`config.mk`:
```
export PLATFORM = sky130hd
export DESIGN_NAME = seg7_capture_decoder
export DESIGN_NICKNAME = d
export VERILOG_FILES = /design/src/rtl/seg7_pkg.sv /design/src/rtl/seg7_pattern_decode.sv /design/src/rtl/seg7_capture_decoder.sv
export SDC_FILE = /design/constraint.sdc
export NUM_CORES = 1
export LEC_CHECK = 0
export CAP_MARGIN = 20
export CORE_UTILIZATION = 55
export CTS_BUF_LIST = sky130_fd_sc_hd__clkbuf_8
export DETAILED_ROUTE_END_ITERATION = 6
export HOLD_SLACK_MARGIN = 0.1
export PLACE_DENSITY = 0.82
export SLEW_MARGIN = 20
export SYNTH_ARGS = -nofsm -noshare
export SYNTH_HDL_FRONTEND = slang
export SYNTH_SLANG_ARGS = --single-unit
```
`constraint.sdc`:
```
create_clock -name clk -period 8.1 [get_ports clk]
set_input_delay 0.81 -clock clk [delete_from_list [all_inputs] [get_ports clk]]
set_output_delay 0.81 -clock clk [all_outputs]
set_load 0.02 [all_outputs]
```
`src/rtl/seg7_pkg.sv`:
```
// seg7_pkg: active-low {A..G} pattern table, special patterns and FSM state type
package seg7_pkg;
    localparam logic [6:0] SEG7_0 = 7'b0000001;
    localparam logic [6:0] SEG7_1 = 7'b1001111;
    localparam logic [6:0] SEG7_2 = 7'b0010010;
    localparam logic [6:0] SEG7_3 = 7'b0000110;
    localparam logic [6:0] SEG7_4 = 7'b1001100;
    localparam logic [6:0] SEG7_5 = 7'b0100100;
    localparam logic [6:0] SEG7_6 = 7'b0100000;
    localparam logic [6:0] SEG7_7 = 7'b0001111;
    localparam logic [6:0] SEG7_8 = 7'b0000000;
    localparam logic [6:0] SEG7_9 = 7'b0000100;
    localparam logic [6:0] SEG7_A = 7'b0001000;
    localparam logic [6:0] SEG7_B = 7'b1100000;
    localparam logic [6:0] SEG7_C = 7'b0110001;
    localparam logic [6:0] SEG7_D = 7'b1000010;
    localparam logic [6:0] SEG7_E = 7'b0110000;
    localparam logic [6:0] SEG7_F = 7'b0111000;
    localparam logic [6:0] SEG7_BLANK = 7'b1111111;
    localparam logic [6:0] SEG7_ERR_R = 7'b1111010;
    localparam logic [15:0][6:0] SEG7_TABLE = {SEG7_F, SEG7_E, SEG7_D, SEG7_C, SEG7_B, SEG7_A, SEG7_9, SEG7_8,
                                               SEG7_7, SEG7_6, SEG7_5, SEG7_4, SEG7_3, SEG7_2, SEG7_1, SEG7_0};
    typedef enum logic [1:0] {IDLE, SETTLE, COMMITTED} seg7_state_e;
endpackage

```
`src/rtl/seg7_pattern_decode.sv`:
```
// seg7_pattern_decode: inverse of the hex-to-7-segment table; flags legal codes and blank
module seg7_pattern_decode
    import seg7_pkg::*;
(
    input  logic [6:0] seg_n_i,
    output logic [3:0] nibble_o,
    output logic       legal_o,
    output logic       blank_o
);
    always_comb begin
        nibble_o = '0;
        legal_o  = 1'b0;
        for (int k = 0; k < 16; k++) begin
            if (seg_n_i == SEG7_TABLE[k]) begin
                nibble_o = 4'(k);
                legal_o  = 1'b1;
            end
        end
    end
    assign blank_o = seg_n_i == SEG7_BLANK;
endmodule

```
`src/rtl/seg7_capture_decoder.sv`:
```
// seg7_capture_decoder: samples a multiplexed active-low 7-segment bus, waits for it to settle, decodes per digit.
// Define SEG7_CAPTURE_TIMEOUT_EN to clear a digit's flags when it is not refreshed for TIMEOUT_CYCLES.
module seg7_capture_decoder
    import seg7_pkg::*;
#(
    parameter int NUM_DIGITS     = 4,
    parameter int STABLE_CYCLES  = 4,
    parameter int TIMEOUT_CYCLES = 1024
) (
    input  logic                    clk,
    input  logic                    reset_n,
    input  logic [NUM_DIGITS-1:0]   anode_n,
    input  logic [6:0]              seg_n,
    output logic [4*NUM_DIGITS-1:0] digits,
    output logic [NUM_DIGITS-1:0]   digit_valid,
    output logic [NUM_DIGITS-1:0]   digit_err,
    output logic                    update
);
    localparam int CW = $clog2(STABLE_CYCLES + 1);
    localparam int SW = NUM_DIGITS + 7;
    logic [SW-1:0] smp_q, prev_q;
    seg7_state_e state_q, state_d;
    logic [CW-1:0] cnt_q, cnt_d;
    logic [4*NUM_DIGITS-1:0] digits_q, digits_d;
    logic [NUM_DIGITS-1:0] valid_q, valid_d, err_q, err_d, sel_oh, tmo_hit;
    logic upd_q, upd_d, sel, same, commit, legal, blank;
    logic [3:0] nibble;
    assign sel_oh = ~smp_q[SW-1:7];
    assign sel    = $onehot(sel_oh);
    assign same   = smp_q == prev_q;
    seg7_pattern_decode u_dec (
        .seg_n_i  (smp_q[6:0]),
        .nibble_o (nibble),
        .legal_o  (legal),
        .blank_o  (blank)
    );
    always_comb begin
        state_d = state_q;
        cnt_d   = cnt_q;
        commit  = 1'b0;
        if (!sel) begin
            state_d = IDLE;
            cnt_d   = '0;
        end else if (state_q == IDLE || !same) begin
            state_d = SETTLE;
            cnt_d   = CW'(1);
        end else if (state_q == SETTLE) begin
            cnt_d   = (cnt_q == CW'(STABLE_CYCLES)) ? cnt_q : cnt_q + 1'b1;
            commit  = cnt_d == CW'(STABLE_CYCLES);
            state_d = commit ? COMMITTED : SETTLE;
        end
    end
    always_comb begin
        digits_d = digits_q;
        valid_d  = valid_q;
        err_d    = err_q;
        upd_d    = commit | (|tmo_hit);
        for (int i = 0; i < NUM_DIGITS; i++) begin
            if (tmo_hit[i]) begin
                valid_d[i] = 1'b0;
                err_d[i]   = 1'b0;
            end
            if (commit && sel_oh[i]) begin
                digits_d[4*i +: 4] = legal ? nibble : digits_q[4*i +: 4];
                valid_d[i]         = legal;
                err_d[i]           = !legal && !blank;
            end
        end
    end
    always_ff @(posedge clk or negedge reset_n) begin
        if (!reset_n) begin
            smp_q    <= '0;
            prev_q   <= '0;
            state_q  <= IDLE;
            cnt_q    <= '0;
            digits_q <= '0;
            valid_q  <= '0;
            err_q    <= '0;
            upd_q    <= 1'b0;
        end else begin
            smp_q    <= {anode_n, seg_n};
            prev_q   <= smp_q;
            state_q  <= state_d;
            cnt_q    <= cnt_d;
            digits_q <= digits_d;
            valid_q  <= valid_d;
            err_q    <= err_d;
            upd_q    <= upd_d;
        end
    end
`ifdef SEG7_CAPTURE_TIMEOUT_EN
    localparam int TW = $clog2(TIMEOUT_CYCLES + 1);
    // Counters reset to the expired value so no timeout fires before a digit's first commit.
    logic [NUM_DIGITS-1:0][TW-1:0] tmo_q;
    always_comb begin
        tmo_hit = '0;
        for (int i = 0; i < NUM_DIGITS; i++)
            tmo_hit[i] = tmo_q[i] == TW'(TIMEOUT_CYCLES - 1) && !(commit && sel_oh[i]);
    end
    always_ff @(posedge clk or negedge reset_n) begin
        if (!reset_n) begin
            for (int i = 0; i < NUM_DIGITS; i++)
                tmo_q[i] <= TW'(TIMEOUT_CYCLES);
        end else begin
            for (int i = 0; i < NUM_DIGITS; i++)
                tmo_q[i] <= (commit && sel_oh[i]) ? '0 :
                            (tmo_q[i] == TW'(TIMEOUT_CYCLES)) ? tmo_q[i] : tmo_q[i] + 1'b1;
        end
    end
`else
    logic unused_timeout;
    assign tmo_hit        = '0;
    assign unused_timeout = TIMEOUT_CYCLES != 0;
`endif
    assign digits      = digits_q;
    assign digit_valid = valid_q;
    assign digit_err   = err_q;
    assign update      = upd_q;
endmodule

```
==> impl_metrics.yaml, run 1 <==
drt:
  drtIter0Drc: 151
  highest_layer: "met4"
  drc: 0
  final_antenna_net_count: 0
  wl_met2_um: 2299
  vias: 1731
  wl_um: 4641
  avgRoutedWirePerCell_um: 15.79
  first_pass_iters: 4
  avgViaCountPerCell: 5.888
  met1_length_um: 2030
  met3_length_um: 243
critical_path:
  r2r_slack_ps: 4890
  crit_arrival_ps: 3450
  cp_max_fo: 12
  r2r-end: "digits[9]$_DFFE_PN0P_"
  required_ps: 8340
  crit_type: "reg -> reg"
  reg2reg_from: "smp_q[7]$_DFF_PN0_"
  crit_path_end_kind: "flip-flop"
  rr_worst_depth: 10
  crit_path_start_kind: "flip-flop"
hold_path:
  min-delay-start: "smp_q[7]$_DFF_PN0_"
  min_path_type: "reg -> reg"
  min_delay_path_depth: 0
  worstHoldEndpoint: "prev_q[7]$_DFF_PN0_"
global_route:
  overflow: 0
  grt_pass1_wl_um: 8010
  track_usage: 0.2454
  grt_max_degree: 53
  grt_pass1_vias: 1706
  antenna_found_initial: 0
clocking:
  post_cts_resized: 0
  clock_latency_ps: 310
  cts_buffers: 5
  cts_tree: "built"
  ctsHoldBuffers: 0
  root_buffer: "clkbuf_8"
  cts.path.max_buffers: 2
  cts_htree_levels: 2
  clk_pin_slew_ps: 100
  post-cts-setup-buffers: 0
  clock-sinks: 52
job:
  drv_cap: 0
floorplanning:
  die_area_um2: 4550
  die_y_um: 67.45
  rows: 23
  start_util: 0.5806
  core_area_um2: 4058
  design.portCount: 38
  die_width_um: 67.45
synth:
  synth_nets: 226
  synth-seq-cells: 52
  netlist_area_um2: 2356
  synth_edf_count: 0
  yosys_warnings: 0
  postSynthCellCount: 208
  synth_flop_cell: "dfrtp_1"
  syn_area_per_cell_um2: 11.33
  yosysUniqueCellTypes: 47
  ys_async_sr_fraction: 1.000
  ys_seq_area_frac: 0.5523
finish:
  seq_area_um2: 1301
  layout_commonest_cell: "dfrtp_1"
  multi_input_area_um2: 963.4
  antenna_cells: 0
  finalNetCount: 261
  syn_to_final_growth_pct: 20.66
  drive_gt1_frac: 0.08197
  final_cell_mix: "dfrtp_1 (52), clkdlybuf4s50_1 (36), o21ai_0 (16)"
  fillCellCount: 299
sta:
  final.setup.tns_ps: 0
  drv_slew: 0
  whs_ps: 501.3
  finalHoldViolations: 0
  slew_headroom: 0.5356
  clock.fmax_mhz: 311.5
  worst_pin_slew_ps: 690.3
  fin_crit_ps: 3210
  finalCritPeriodShare: 0.3963
  rsz0062_at_grt: "false"
  finalSetupViolCount: 0
  fin_worst_skew_ps: 10.38
placement:
  hpwl_um: 3331
  place_congestion: 0.8656
  port_buffers: 37
power:
  ir_drop_mv: 0.1583
  powerDensity_nw_per_um2: 177.9
  power.leakage_uw: 0.001170
  finalPower_uw: 505.7
outcome:
  status: "finished, final reports clean"
==> cell families (layout without fill, tap and decap cells) <==
kind of cell | Yosys count | in the layout | synth area share
DFF | 52 | 52 | 0.5523
AOI/OAI and AO/OA | 52 | 52 | 0.1423
xor gates and xnor gates | 13 | 13 | 0.05152
buffers and inverters | 16 | 52 | 0.03877
adders and majority gates | 5 | 5 | 0.02974
and+or+nand+nor | 70 | 70 | 0.1854
==> worst max-delay path, cell delays in order, from the launching register on <==
cell       delay (ps)
dfrtp_1           450
fa_1              550
inv_1              40
ha_1              180
ha_1              270
nor2_1            100
nand2_1            90
or4_4             620
or3_1             450
nor2_1            220
a2bb2oi_1         180
==> per-layer routing <==
| metal | GRT usage | vias up |
|---|---|---|
| met2 | 0.3875 | 52 |
| met4 | 0.1064 | 0 |
| met5 | 0 | - |
| met3 | 0.05574 | 5 |
| met1 | 0.3247 | 853 |
| li1 | - | 821 |
==> worst max-delay path by stage <==
stage | start | end | depth (start not counted)
2_1_floorplan | smp_q[7]$_DFF_PN0_ | digits[15]$_DFFE_PN0P_ | 11
3_3_place_gp | smp_q[7]$_DFF_PN0_ | digits[8]$_DFFE_PN0P_ | 10
3_5_place_dp | smp_q[7]$_DFF_PN0_ | digits[9]$_DFFE_PN0P_ | 10
4_1_cts | smp_q[7]$_DFF_PN0_ | digits[9]$_DFFE_PN0P_ | 10
5_1_grt | smp_q[7]$_DFF_PN0_ | digits[2]$_DFFE_PN0P_ | 10
6_report | smp_q[7]$_DFF_PN0_ | digits[9]$_DFFE_PN0P_ | 10
==> report_power, final <==
group          switching (uW)  total (uW)  internal [uW]
clock                    83.8         185            101
sequential               11.4         278            267
combinational            22.8        42.9           20.1
total                     118         506            388
==> registers in the layout, summed over array words and instances (netlist names) <==
name,cells
digit_err,4
state_q,2
digits,16
smp_q,11
prev_q,11
update,1
cnt_q,3
digit_valid,4
==> cells in the mapped netlist, drive strengths merged, types with 3 or more instances <==
master,count,share of area
nor4b,3,0.014
nand2,11,0.018
nor2b,3,0.0080
or3,4,0.015
a2bb2oi,12,0.045
nand4,3,0.0080
o21ai,17,0.036
xnor2,13,0.052
nor3,11,0.023
buf,8,0.026
a21oi,13,0.028
and3b,3,0.011
nor2,13,0.027
ha,4,0.021
inv,7,0.011
dfrtp,52,0.55
nor3b,3,0.0096
==> through the flow <==
| step | setup WS [ps] | instance area (um^2) | util | cells |
|---|---|---|---|---|
| 2_1_floorplan | 5095 | 2356 | - | 208 |
| 3_3_place_gp | 5029 | 2719 | 0.6701 | 286 |
| 3_5_place_dp | 4879 | 2719 | 0.6701 | 286 |
| 4_1_cts | 4900 | 2840 | 0.7000 | 294 |
| 5_1_grt | 4647 | 2843 | 0.7006 | 294 |
| 6_report | 4890 | 2843 | 0.7006 | 294 |
==> area by class of cell <==
class | instances | share of cell area
clock buffer | 6 | 0.02905
clock inverter | 2 | 0.01364
inverter | 7 | 0.009243
multi-input combinational | 140 | 0.3389
sequential | 52 | 0.4577
tap | 50 | 0.02201
timing repair buffer | 37 | 0.1294
Note: power is estimated with default switching activity, not from simulation.
==> run 2, diff against run 1 <==
clock period = 3.2 ns   (was 8.1 ns; I/O delays follow)
==> run 2 against run 1 <==
  * Sequential cell count unchanged
  * Wire length decreased by 3.2%
  * First-iteration DRC count shrank 25%
  * Utilization increased by 2.1 points
  * Largest power group unchanged
  * Highest routed layer unchanged
==> impl_metrics.yaml, run 2 (synthesis gave the netlist of run 1 again) <==
sta:
  finalSetupViolCount: 0
  rsz0062_at_grt: "false"
  drv_slew: 0
  layout_setup_ws_ps: 211.7
  slew_headroom: 0.5685
  final.setup.tns_ps: 0
  clock.fmax_mhz: 334.6
  fin_worst_skew_ps: 5.693
  finalCritPeriodShare: 0.9338
  finalHoldViolations: 0
  fin_crit_ps: 2988
  worst_pin_slew_ps: 642.9
global_route:
  grt_pass1_vias: 1631
  overflow: 0
  grt_pass1_wl_um: 7707
  grt_max_degree: 53
  antenna_found_initial: 0
  track_usage: 0.2321
clocking:
  cts.path.max_buffers: 2
  clock_latency_ps: 300
  cts_htree_levels: 2
  clk_pin_slew_ps: 90
  post-cts-setup-buffers: 0
  clock-sinks: 52
  root_buffer: "clkbuf_8"
  cts_tree: "built"
  cts_buffers: 5
drt:
  avgViaCountPerCell: 5.686
  vias: 1723
  first_pass_iters: 4
  final_antenna_net_count: 0
  drc: 0
  avgRoutedWirePerCell_um: 14.82
  highest_layer: "met4"
  met3_length_um: 194
  wl_um: 4491
  met1_length_um: 2050
  drtIter0Drc: 113
  wl_met2_um: 2148
finish:
  layout_commonest_cell: "dfrtp_1"
  fillCellCount: 295
  antenna_cells: 0
  syn_to_final_growth_pct: 24.27
  largest_reg_flops: 16
  drive_gt1_frac: 0.1265
  finalNetCount: 270
  final_cell_mix: "dfrtp_1 (52), clkdlybuf4s50_1 (36), o21ai_0 (16)"
  fin_cells: 303
  final_util: 0.7216
floorplanning:
  die_y_um: 67.45
  rows: 23
  die_area_um2: 4550
  start_util: 0.5806
  core_area_um2: 4058
  die_width_um: 67.45
  design.portCount: 38
critical_path:
  crit_arrival_ps: 3200
  crit_type: "reg -> reg"
  crit_path_start_kind: "flip-flop"
  required_ps: 3420
  crit_path_end_kind: "flip-flop"
  cp_max_fo: 12
hold_path:
  min_path_type: "in -> reg"
placement:
  place_ws_ps: 13.26
  place_congestion: 0.8465
  dp.cells: 294
  port_buffers: 37
  hpwl_um: 3290
power:
  finalPower_uw: 1280
  ir_drop_mv: 0.3380
  powerDensity_nw_per_um2: 437.4
  power.leakage_uw: 0.001217
job:
  drv_cap: 0
outcome:
  status: "finished, final reports clean"
==> run 2: cell count changes in the layout (fill, tap and decap cells not counted), sizes merged <==
cell	change
dlygate4sd3	+1
buf	+8
==> run 2: layout make-up <==
class	instances	area, um^2	area share
Multi-Input combinational cell	140	978.4	0.3342
Clock buffer	6	82.58	0.02821
Timing Repair Buffer	46	437.9	0.1496
Tap cell	50	62.56	0.02137
Clock inverter	2	38.79	0.01325
Sequential cell	52	1301	0.4444
Inverter	7	26.28	0.008974
==> run 2: where the power goes <==
| part | internal, uW | switching [uW] | leakage [uW] | total (uW) |
|---|---|---|---|---|
| combinational | 55.2 | 61.1 | 0.000482 | 116 |
| clock | 256 | 208 | 0.0000614 | 463 |
| sequential | 675 | 25.8 | 0.000674 | 701 |
==> run 2: path summary, 6_finish.rpt <==
check / start / to / slack, ps / cells past startpoint
setup / recovery: smp_q[7]$_DFF_PN0_ / digits[13]$_DFFE_PN0P_ / 210 / 10
hold / removal: seg_n[5] / smp_q[5]$_DFF_PN0_ / 450 / 1
setup reg to reg: smp_q[7]$_DFF_PN0_ / digits[13]$_DFFE_PN0P_ / 210 / 10
hold reg to reg: digit_err[2]$_DFFE_PN0P_ / digit_err[2]$_DFFE_PN0P_ / 500 / 2
max in group asynchronous: reset_n / prev_q[3]$_DFF_PN0_ / 2190 / 2
min in group asynchronous: reset_n / cnt_q[1]$_DFFE_PN0P_ / 580 / 2
==> run 2: critical path, cell delays in order, from the launching register on <==
cell	delay, ps
dfrtp_1	410
fa_1	540
inv_1	40
ha_1	170
ha_1	270
nor2_1	100
nand2_1	90
or4_4	510
or3_4	440
nor2_4	110
a2bb2oi_1	210
==> run 2: what timing repair did <==
action	in CTS	in global routing
hold buffers	0	1
endpoints found under the setup margin	0	12
resized for setup	0	4
hold endpoints to repair	0	52
==> run 2: per-stage QoR <==
step / instance area, um^2 / hold slack [ps]
detailed placement: 2779 / 483.0
global route: 2928 / 439.6
global placement: 2779 / 465.8
CTS: 2900 / 261.8
floorplan: 2356 / 24.41
finish: 2928 / 450.5
==> run 2: per-layer routing <==
metal / vias to the layer above / track usage
li1: 847 / -
met1: 815 / 0.3144
met2: 51 / 0.3613
met3: 10 / 0.04561
met4: 0 / 0.1037
met5: - / 0
==> run 3, diff against run 2 <==
TNS_END_PERCENT = 1   (was not set)
==> results of run 3 <==
The final DEF is identical to that of run 2; final timing and power are the same.
